[config.mk]
export PLATFORM = sky130hd
export DESIGN_NAME = pipe_ctrl_unit
export DESIGN_NICKNAME = d
export VERILOG_FILES = /design/src/rtl/pipe_ctrl_unit.sv
export SDC_FILE = /design/constraint.sdc
export NUM_CORES = 1
export LEC_CHECK = 0
export ABC_AREA = 1
export CAP_MARGIN = 10
export CORE_MARGIN = 2
export CORE_UTILIZATION = 40
export DETAILED_ROUTE_END_ITERATION = 8
export PLACE_DENSITY = 0.68
export SLEW_MARGIN = 20
export SYNTH_ARGS = -nofsm -noshare
export SYNTH_HDL_FRONTEND = slang
export SYNTH_SLANG_ARGS = --single-unit
export TNS_END_PERCENT = 20
[constraint.sdc]
create_clock -name clk -period 2 [get_ports clk]
set_input_delay 0.2 -clock clk [delete_from_list [all_inputs] [get_ports clk]]
set_output_delay 0.2 -clock clk [all_outputs]
set_load 0.01 [all_outputs]
[src/rtl/pipe_ctrl_unit.sv]
// Pipeline control for a classic 5-stage integer core: opcode decode, ID->EX->MEM->WB
// control chain, load-use interlock, branch/jump flush and saturating event counters.
module pipe_ctrl_unit #(
   parameter int          RA_W         = 5,
   parameter int unsigned IMM_LOGIC_EN = 1,
   parameter int          CNT_W        = 16
) (
   input  logic             clk,
   input  logic             reset,
   input  logic [5:0]       id_opcode,
   input  logic [RA_W-1:0]  id_rs,
   input  logic [RA_W-1:0]  id_rt,
   input  logic             ex_branch_taken,
   input  logic             stall_ext,
   output logic             ex_alu_src,
   output logic             ex_reg_dst,
   output logic             ex_branch,
   output logic [1:0]       ex_alu_op,
   output logic             mem_mem_read,
   output logic             mem_mem_write,
   output logic             wb_reg_write,
   output logic             wb_mem_to_reg,
   output logic             id_jump,
   output logic             pc_write,
   output logic             ifid_write,
   output logic             if_flush,
   output logic             illegal_op,
   output logic [CNT_W-1:0] stall_cnt,
   output logic [CNT_W-1:0] flush_cnt
);

   localparam logic [5:0] OP_RTYPE = 6'b000000;
   localparam logic [5:0] OP_LW    = 6'b100011;
   localparam logic [5:0] OP_SW    = 6'b101011;
   localparam logic [5:0] OP_BEQ   = 6'b000100;
   localparam logic [5:0] OP_J     = 6'b000010;
   localparam logic [5:0] OP_ADDI  = 6'b001000;
   localparam logic [5:0] OP_ANDI  = 6'b001100;
   localparam logic [5:0] OP_ORI   = 6'b001101;
   localparam logic [5:0] OP_XORI  = 6'b001110;
   localparam logic [5:0] OP_SLTI  = 6'b001010;

   localparam logic [CNT_W-1:0] CNT_ONE = CNT_W'(1);

   typedef struct packed {
      logic       reg_write;
      logic       mem_to_reg;
      logic       branch;
      logic       mem_read;
      logic       mem_write;
      logic       alu_src;
      logic       reg_dst;
      logic       jump;
      logic [1:0] alu_op;
      logic       illegal;
   } dec_t;

   typedef struct packed {
      logic       reg_write;
      logic       mem_to_reg;
      logic       branch;
      logic       mem_read;
      logic       mem_write;
      logic       alu_src;
      logic       reg_dst;
      logic [1:0] alu_op;
   } idex_t;

   typedef struct packed {
      logic reg_write;
      logic mem_to_reg;
      logic mem_read;
      logic mem_write;
   } exmem_t;

   typedef struct packed {
      logic reg_write;
      logic mem_to_reg;
   } memwb_t;

   // One action per cycle, in priority order freeze > flush > stall > run.
   typedef enum logic [1:0] {
      ACT_RUN    = 2'd0,
      ACT_FREEZE = 2'd1,
      ACT_FLUSH  = 2'd2,
      ACT_STALL  = 2'd3
   } act_e;

   function automatic dec_t decode(input logic [5:0] op);
      dec_t d;
      d = '0;
      case (op)
         OP_RTYPE: begin
            d.reg_write = 1'b1;
            d.reg_dst   = 1'b1;
            d.alu_op    = 2'b10;
         end
         OP_LW: begin
            d.reg_write  = 1'b1;
            d.mem_to_reg = 1'b1;
            d.mem_read   = 1'b1;
            d.alu_src    = 1'b1;
         end
         OP_SW: begin
            d.mem_write = 1'b1;
            d.alu_src   = 1'b1;
         end
         OP_BEQ: begin
            d.branch = 1'b1;
            d.alu_op = 2'b01;
         end
         OP_J: d.jump = 1'b1;
         OP_ADDI: begin
            d.reg_write = 1'b1;
            d.alu_src   = 1'b1;
         end
         OP_ANDI, OP_ORI, OP_XORI, OP_SLTI: begin
            if (IMM_LOGIC_EN != 0) begin
               d.reg_write = 1'b1;
               d.alu_src   = 1'b1;
               d.alu_op    = 2'b11;
            end else begin
               d.illegal = 1'b1;
            end
         end
         default: d.illegal = 1'b1;
      endcase
      return d;
   endfunction

   function automatic logic [CNT_W-1:0] sat_inc(input logic [CNT_W-1:0] v);
      return (&v) ? v : v + CNT_ONE;
   endfunction

   dec_t             dec;
   idex_t            id_ctrl;
   logic             hz_raw;
   logic             load_use;
   act_e             act;

   idex_t            idex_q, idex_d;
   logic [RA_W-1:0]  ex_rt_q, ex_rt_d;
   exmem_t           exmem_q, exmem_d;
   memwb_t           memwb_q, memwb_d;
   logic             illegal_q, illegal_d;
   logic [CNT_W-1:0] stall_cnt_q, stall_cnt_d;
   logic [CNT_W-1:0] flush_cnt_q, flush_cnt_d;

   always_comb begin
      dec                = decode(id_opcode);
      id_ctrl            = '0;
      id_ctrl.reg_write  = dec.reg_write;
      id_ctrl.mem_to_reg = dec.mem_to_reg;
      id_ctrl.branch     = dec.branch;
      id_ctrl.mem_read   = dec.mem_read;
      id_ctrl.mem_write  = dec.mem_write;
      id_ctrl.alu_src    = dec.alu_src;
      id_ctrl.reg_dst    = dec.reg_dst;
      id_ctrl.alu_op     = dec.alu_op;
   end

   // A jump never reads its register fields, so it must not be interlocked.
   always_comb begin
      hz_raw   = idex_q.mem_read && (ex_rt_q != '0) &&
                 ((ex_rt_q == id_rs) || (ex_rt_q == id_rt));
      load_use = hz_raw && !dec.jump;
      act      = ACT_RUN;
      if (stall_ext) begin
         act = ACT_FREEZE;
      end else if (ex_branch_taken) begin
         act = ACT_FLUSH;
      end else if (load_use) begin
         act = ACT_STALL;
      end
   end

   always_comb begin
      idex_d      = idex_q;
      ex_rt_d     = ex_rt_q;
      exmem_d     = exmem_q;
      memwb_d     = memwb_q;
      illegal_d   = illegal_q;
      stall_cnt_d = stall_cnt_q;
      flush_cnt_d = flush_cnt_q;
      if (act != ACT_FREEZE) begin
         exmem_d.reg_write  = idex_q.reg_write;
         exmem_d.mem_to_reg = idex_q.mem_to_reg;
         exmem_d.mem_read   = idex_q.mem_read;
         exmem_d.mem_write  = idex_q.mem_write;
         memwb_d.reg_write  = exmem_q.reg_write;
         memwb_d.mem_to_reg = exmem_q.mem_to_reg;
         if (act == ACT_RUN) begin
            idex_d    = id_ctrl;
            ex_rt_d   = id_rt;
            // Only an instruction that actually issues is flagged; a squashed one is not.
            illegal_d = illegal_q | dec.illegal;
         end else begin
            idex_d  = '0;
            ex_rt_d = '0;
         end
      end
      if (act == ACT_FLUSH) begin
         flush_cnt_d = sat_inc(flush_cnt_q);
      end
      if (act == ACT_STALL) begin
         stall_cnt_d = sat_inc(stall_cnt_q);
      end
   end

   always_comb begin
      pc_write   = 1'b1;
      ifid_write = 1'b1;
      if_flush   = 1'b0;
      case (act)
         ACT_FREEZE: begin
            pc_write   = 1'b0;
            ifid_write = 1'b0;
         end
         ACT_FLUSH: if_flush = 1'b1;
         ACT_STALL: begin
            pc_write   = 1'b0;
            ifid_write = 1'b0;
         end
         default: if_flush = dec.jump;
      endcase
      if (reset) begin
         pc_write   = 1'b1;
         ifid_write = 1'b1;
         if_flush   = 1'b0;
      end
   end

   always_ff @(posedge clk or posedge reset) begin
      if (reset) begin
         idex_q      <= '0;
         ex_rt_q     <= '0;
         exmem_q     <= '0;
         memwb_q     <= '0;
         illegal_q   <= 1'b0;
         stall_cnt_q <= '0;
         flush_cnt_q <= '0;
      end else begin
         idex_q      <= idex_d;
         ex_rt_q     <= ex_rt_d;
         exmem_q     <= exmem_d;
         memwb_q     <= memwb_d;
         illegal_q   <= illegal_d;
         stall_cnt_q <= stall_cnt_d;
         flush_cnt_q <= flush_cnt_d;
      end
   end

   assign ex_alu_src    = idex_q.alu_src;
   assign ex_reg_dst    = idex_q.reg_dst;
   assign ex_branch     = idex_q.branch;
   assign ex_alu_op     = idex_q.alu_op;
   assign mem_mem_read  = exmem_q.mem_read;
   assign mem_mem_write = exmem_q.mem_write;
   assign wb_reg_write  = memwb_q.reg_write;
   assign wb_mem_to_reg = memwb_q.mem_to_reg;
   assign id_jump       = dec.jump;
   assign illegal_op    = illegal_q;
   assign stall_cnt     = stall_cnt_q;
   assign flush_cnt     = flush_cnt_q;

endmodule

# Word level (Yosys, flattened, before mapping)
# Cells that the tools add are included.
dict set report word_totals {
  in_bits 20
  romBits 0
  latch_bits 0
  ram_bits 0
  mem_count 0
  out_inout_bits 46
  ff_bits 53
  wordCells 74
}
dict set report classes {
  n_reduce_logical 18
  eq_ne 15
  addsub 2
  div 0
  bitwise_logic 3
  multipliers 0
  mux 18
  magnitude_cmp 0
  shift 0
}
# cell count
set op_table {}
lappend op_table {{16-bit by 1-bit adder with 16-bit output (second input constant)} 2}
lappend op_table {{16-bit AND reduction} 2}
lappend op_table {{6-bit by 4-bit equality test with 1-bit output (second input constant)} 5}
lappend op_table {{7-bit OR reduction} 2}
lappend op_table {{6-bit equality test (second input constant)} 2}
lappend op_table {{1-bit 2-to-1 mux} 11}
lappend op_table {{5-bit equality test} 2}
lappend op_table {{10-bit OR reduction} 1}
lappend op_table {{9-bit 2-to-1 mux} 1}
lappend op_table {{6-bit by 2-bit equality test with 1-bit output (second input constant)} 1}
lappend op_table {{6-bit by 3-bit equality test with 1-bit output (second input constant)} 1}
lappend op_table {{6-bit zero test} 1}
lappend op_table {{2-bit 2-to-1 mux} 3}
lappend op_table {{2-bit one-hot mux with 3 select lines} 1}
lappend op_table {{2-bit AND reduction} 3}
lappend op_table {{5-bit 2-to-1 mux} 1}
lappend op_table {{5-bit nonzero test} 1}
lappend op_table {{2-bit equality test (second input constant)} 2}
lappend op_table {{4-bit OR reduction} 1}
lappend op_table {{1-bit logical AND} 3}
lappend op_table {{2-bit by 1-bit equality test with 1-bit output (second input constant)} 1}
lappend op_table {{2-bit zero test} 1}
lappend op_table {{2-bit by 1-bit != test with 1-bit output (second input constant)} 1}
lappend op_table {{1-bit NOT} 2}
lappend op_table {{5 further kinds} 5}

# Longest topological paths before layout
dict set report logic_depth {
  depth_word 11
  ltp_mapped 11
  depth_no_buf 10
}

# Worst setup path after synthesis
# Ideal clock, no wire load.
dict set report synth_timing {
  path_type {input to output}
  from {input reset}
  to {output pc_write}
  n_path_buf 1
  setup_slack_ns -0.008
  arrival_ns 1.808
  required_time_ns 1.800
  stages 3
  path_cell_list {inv_1 nand2_1 buf_4}
}
dict set report synth_between {
  elab_chain_cells 1
}
# element line
set synth_lines {}
lappend synth_lines {{from (decl)} 9} ;# input logic reset,
lappend synth_lines {{1-bit 2-to-1 mux} --}
lappend synth_lines {{to (decl)} 24} ;# output logic pc_write,
# No other way between the ends.

# Worst setup path in the final report
dict set report layout_timing {
  from {register ex_rt_q[0]}
  to {output pc_write}
}
dict set report layout_between {
  elab_chain_cells 11
  word_cells_on_any_way 15
  cone_classes {eq/ne: 4; mux: 5; reduce/logical: 6}
}
# element line
set layout_lines {}
lappend layout_lines {{from (decl)} 142} ;# logic [RA_W-1:0] ex_rt_q, ex_rt_d;
lappend layout_lines {{from (signal assigned)} 244} ;# ex_rt_q <= ex_rt_d;
lappend layout_lines {{5-bit equality test or 5-bit nonzero test (tied branches)} {165, 164}}
lappend layout_lines {{1-bit logical OR or 1-bit logical AND (tied branches)} {165, 164}}
lappend layout_lines {{1-bit logical AND (*)} 164} ;# hz_raw = idex_q.mem_read && (ex_rt_q != '0) &&
lappend layout_lines {{1-bit logical AND (*)} 166} ;# load_use = hz_raw && !dec.jump;
lappend layout_lines {{2-bit 2-to-1 mux (*)} 172} ;# end else if (load_use) begin
lappend layout_lines {{2-bit 2-to-1 mux (*)} 170} ;# end else if (ex_branch_taken) begin
lappend layout_lines {{2-bit 2-to-1 mux (*)} 168} ;# if (stall_ext) begin
lappend layout_lines {{2-bit equality test or 2-bit by 1-bit equality test with 1-bit output (tied branches)} 214} ;# case (act)
lappend layout_lines {{2-bit OR reduction (no line) (*)} --}
lappend layout_lines {{1-bit 2-to-1 mux (*)} 214}
lappend layout_lines {{1-bit 2-to-1 mux (*)} 226} ;# if (reset) begin
# Every way passes the cells marked *; elsewhere a longest branch is shown, timed or not.

==> results.json <==
{
  "p_leak_uw": 0.001888,
  "tns_ns": 0,
  "htree_levels": 2,
  "async_flop_share": 1.000,
  "clockBufferDepth": 2,
  "layout.nets": 510,
  "yosysSeqAreaShare": 0.4286,
  "layout-area-overhead-vs-synth_pct": 33.19,
  "timing.slew.headroom": 0.5676,
  "number_of_antenna_violations_at_the_first_check_in_global_routing": 0,
  "syn-num-nets": 423,
  "fillCellCount": 709,
  "synth.top_cells.by_area": "dfrtp_1, nand2_1, inv_1, xor2_1, nor2_1",
  "cp_data_required_time_ns": 1.80,
  "powerDensity_nw_per_um2": 605.7,
  "hold_path_class": "register to register",
  "design.core.area_sq_um": 7214,
  "die_area_sq_um": 8150,
  "insertion_delay_ns": 0.30,
  "endpoint_kind": "primary output",
  "synth-seq-cells": 51,
  "finalWeightedCongestion": 0.8961,
  "drtAntennaViolNets": 0,
  "finalWirelength_microns": 7044,
  "globalRouteOverflowTotal": 0,
  "synth_cell_types": 27,
  "drive_above_1_share": 0.1145,
  "syn-instance-count": 401,
  "drt-vias-per-instance": 4.764,
  "avgSynthCellArea_sq_um": 7.426,
  "worst_setup_hold_path_clk_slew_ns": 0.09,
  "path_max_fanout": 5,
  "critPathKind": "register to primary output",
  "number_of_global_route_vias_before_repair": 2585,
  "synth.most_common_cell": "nand2_1",
  "rows": 31,
  "die-width_microns": 90.28,
  "biggest_area_consumer_among_synthesized_cells": "dfrtp_1",
  "num_antenna_cells": 0,
  "startpoint_type": "register",
  "postLayoutCoreUtil": 0.5498,
  "drcViolationCount": 0,
  "vdd_drop_max_uv": 531.6,
  "netlist_area_sq_um": 2978,
  "place.port_buffers": 65,
  "unrepaired_setup_endpoints_after_global_routing": "no",
  "detailroute.via_count": 2801,
  "grtUsageTotal": 0.1782,
  "chipHeight_microns": 90.28,
  "ys.flop_type": "dfrtp_1",
  "maximum_number_of_pins_on_one_net_before_global_route_repair": 52,
  "ios": 66,
  "final_period_util": 0.8972,
  "root_buffer_selected_by_cts": "clkbuf_8",
  "tritoncts.num_buffers": 5,
  "cts_tree": "done",
  "worst_clock_skew_ns": 0.008324,
  "sink_count_of_the_clock_tree": 51,
  "final_period_minus_worst_setup_slack_ns": 1.794,
  "maxCapViolCount": 0,
  "post_drt_wl_per_cell_microns": 11.98,
  "setup_violations": 0,
  "number_of_enable_type_register_cells_in_the_synthesized_netlist": 0,
  "initial_core_util": 0.4128,
  "synthesis.yosys.warnings": 0,
  "timing_max_transition_violations_final": 0,
  "actual_transition_at_the_worst_max_transition_pin_ns": 0.6487,
  "arrival_ns": 1.59,
  "detail_route.first_pass.iterations": 4,
  "hold_viol_final": 0,
  "synth_top_area_share": 0.4286,
  "result_of_the_run": "completed",
  "achievable-frequency_ghz": 0.5573,
  "post-dp-hpwl_microns": 5320,
  "ys_top_cells_by_count": "nand2_1, dfrtp_1, inv_1",
  "drt_first_iter_violations": 213,
  "grt_pass1_wl_microns": 12160
}
## power breakdown
part           switching, uW  internal (uW)  total, uW
combinational            277            277        554
sequential              92.2           1110       1200
clock                    333            317        650
total                    702           1700       2400
## cells by family (layout without fill, tap and decap cells)
family,Yosys count,after routing,synth area share
AND/OR/NAND/NOR,240,240,0.3550
AO/OA/AOI/OAI,26,26,0.04622
buffers and inverters,53,141,0.07647
XOR/XNOR,29,29,0.08529
flip-flops,51,51,0.4286
adder cells (fa/ha/maj),2,2,0.008402
## metrics by stage
step	hold WS, ns	std cells	area (sq um)	power (uW)	setup slack [ns]
after floorplan	0.2530	401	2982	1471	0.3665
after global placement	0.4493	579	3866	1766	-0.07745
after detailed placement	0.4489	579	3866	1773	-0.08383
after CTS	0.4736	587	3963	2429	0.02072
after global routing	0.4918	588	3966	2544	0.008685
final	0.4671	588	3966	2403	0.2056
## final timing paths
check	start	to	slack, ns	cells after the start
worst max-delay path	ex_rt_q[0]	pc_write	0.21	9
worst min-delay path	illegal_op	illegal_op	0.47	2
worst max register to register	stall_cnt[0]	stall_cnt[8]	0.22	10
worst min register to register	illegal_op	illegal_op	0.47	2
max in group asynchronous	reset	ex_rt_q[0]	1.05	3
min in group asynchronous	reset	stall_cnt[12]	0.50	3
## cells in the final DEF (no fill, tap or decap), types with 2 or more instances in the layout
master,instances
a21oi_1,3
nand4_1,10
buf_4,25
o22ai_1,6
inv_1,39
o21ai_0,13
clkbuf_2,2
nand2_1,149
dfrtp_1,50
nand3_1,19
nand3_2,3
nor2_2,4
xor2_1,17
nor2_1,37
inv_2,3
clkdlybuf4s50_1,61
o21ai_1,4
nor3_1,7
nand2_2,4
xnor2_1,12
clkbuf_8,7
nor2_4,4
ha_1,2
## area by class of cell
type	instances	area, sq um	share of cell area
flip-flops and latches	51	1277	0.3221
well taps	99	123.9	0.03123
clock buffers	8	100.1	0.02524
repair buffers	89	817.0	0.2060
inverters	44	168.9	0.04259
multi-input cells	297	1479	0.3729
## critical path, stage by stage (launching register included)
cell,delay (ns)
dfrtp_2,0.45
nor2_2,0.11
nor2_1,0.05
nor2_1,0.10
nand3_1,0.09
nand2_2,0.08
nand2_1,0.06
o21ai_1,0.14
nand2_1,0.08
clkbuf_2,0.13
## metal layers
| layer | GRT usage | vias up | routed length, microns |
|---|---|---|---|
| met5 | 0 | - | 0 |
| li1 | - | 1424 | - |
| met1 | 0.2460 | 1311 | 3334 |
| met2 | 0.2932 | 62 | 3339 |
| met3 | 0.03172 | 4 | 320 |
| met4 | 0.04103 | 0 | 49 |
## timing repair
item	CTS	global route
pin swaps	0	3
resized for setup	3	11
endpoints found under the setup margin	3	3
hold buffers	0	0
setup buffers	0	1
Power figures use the tool's default switching activity.
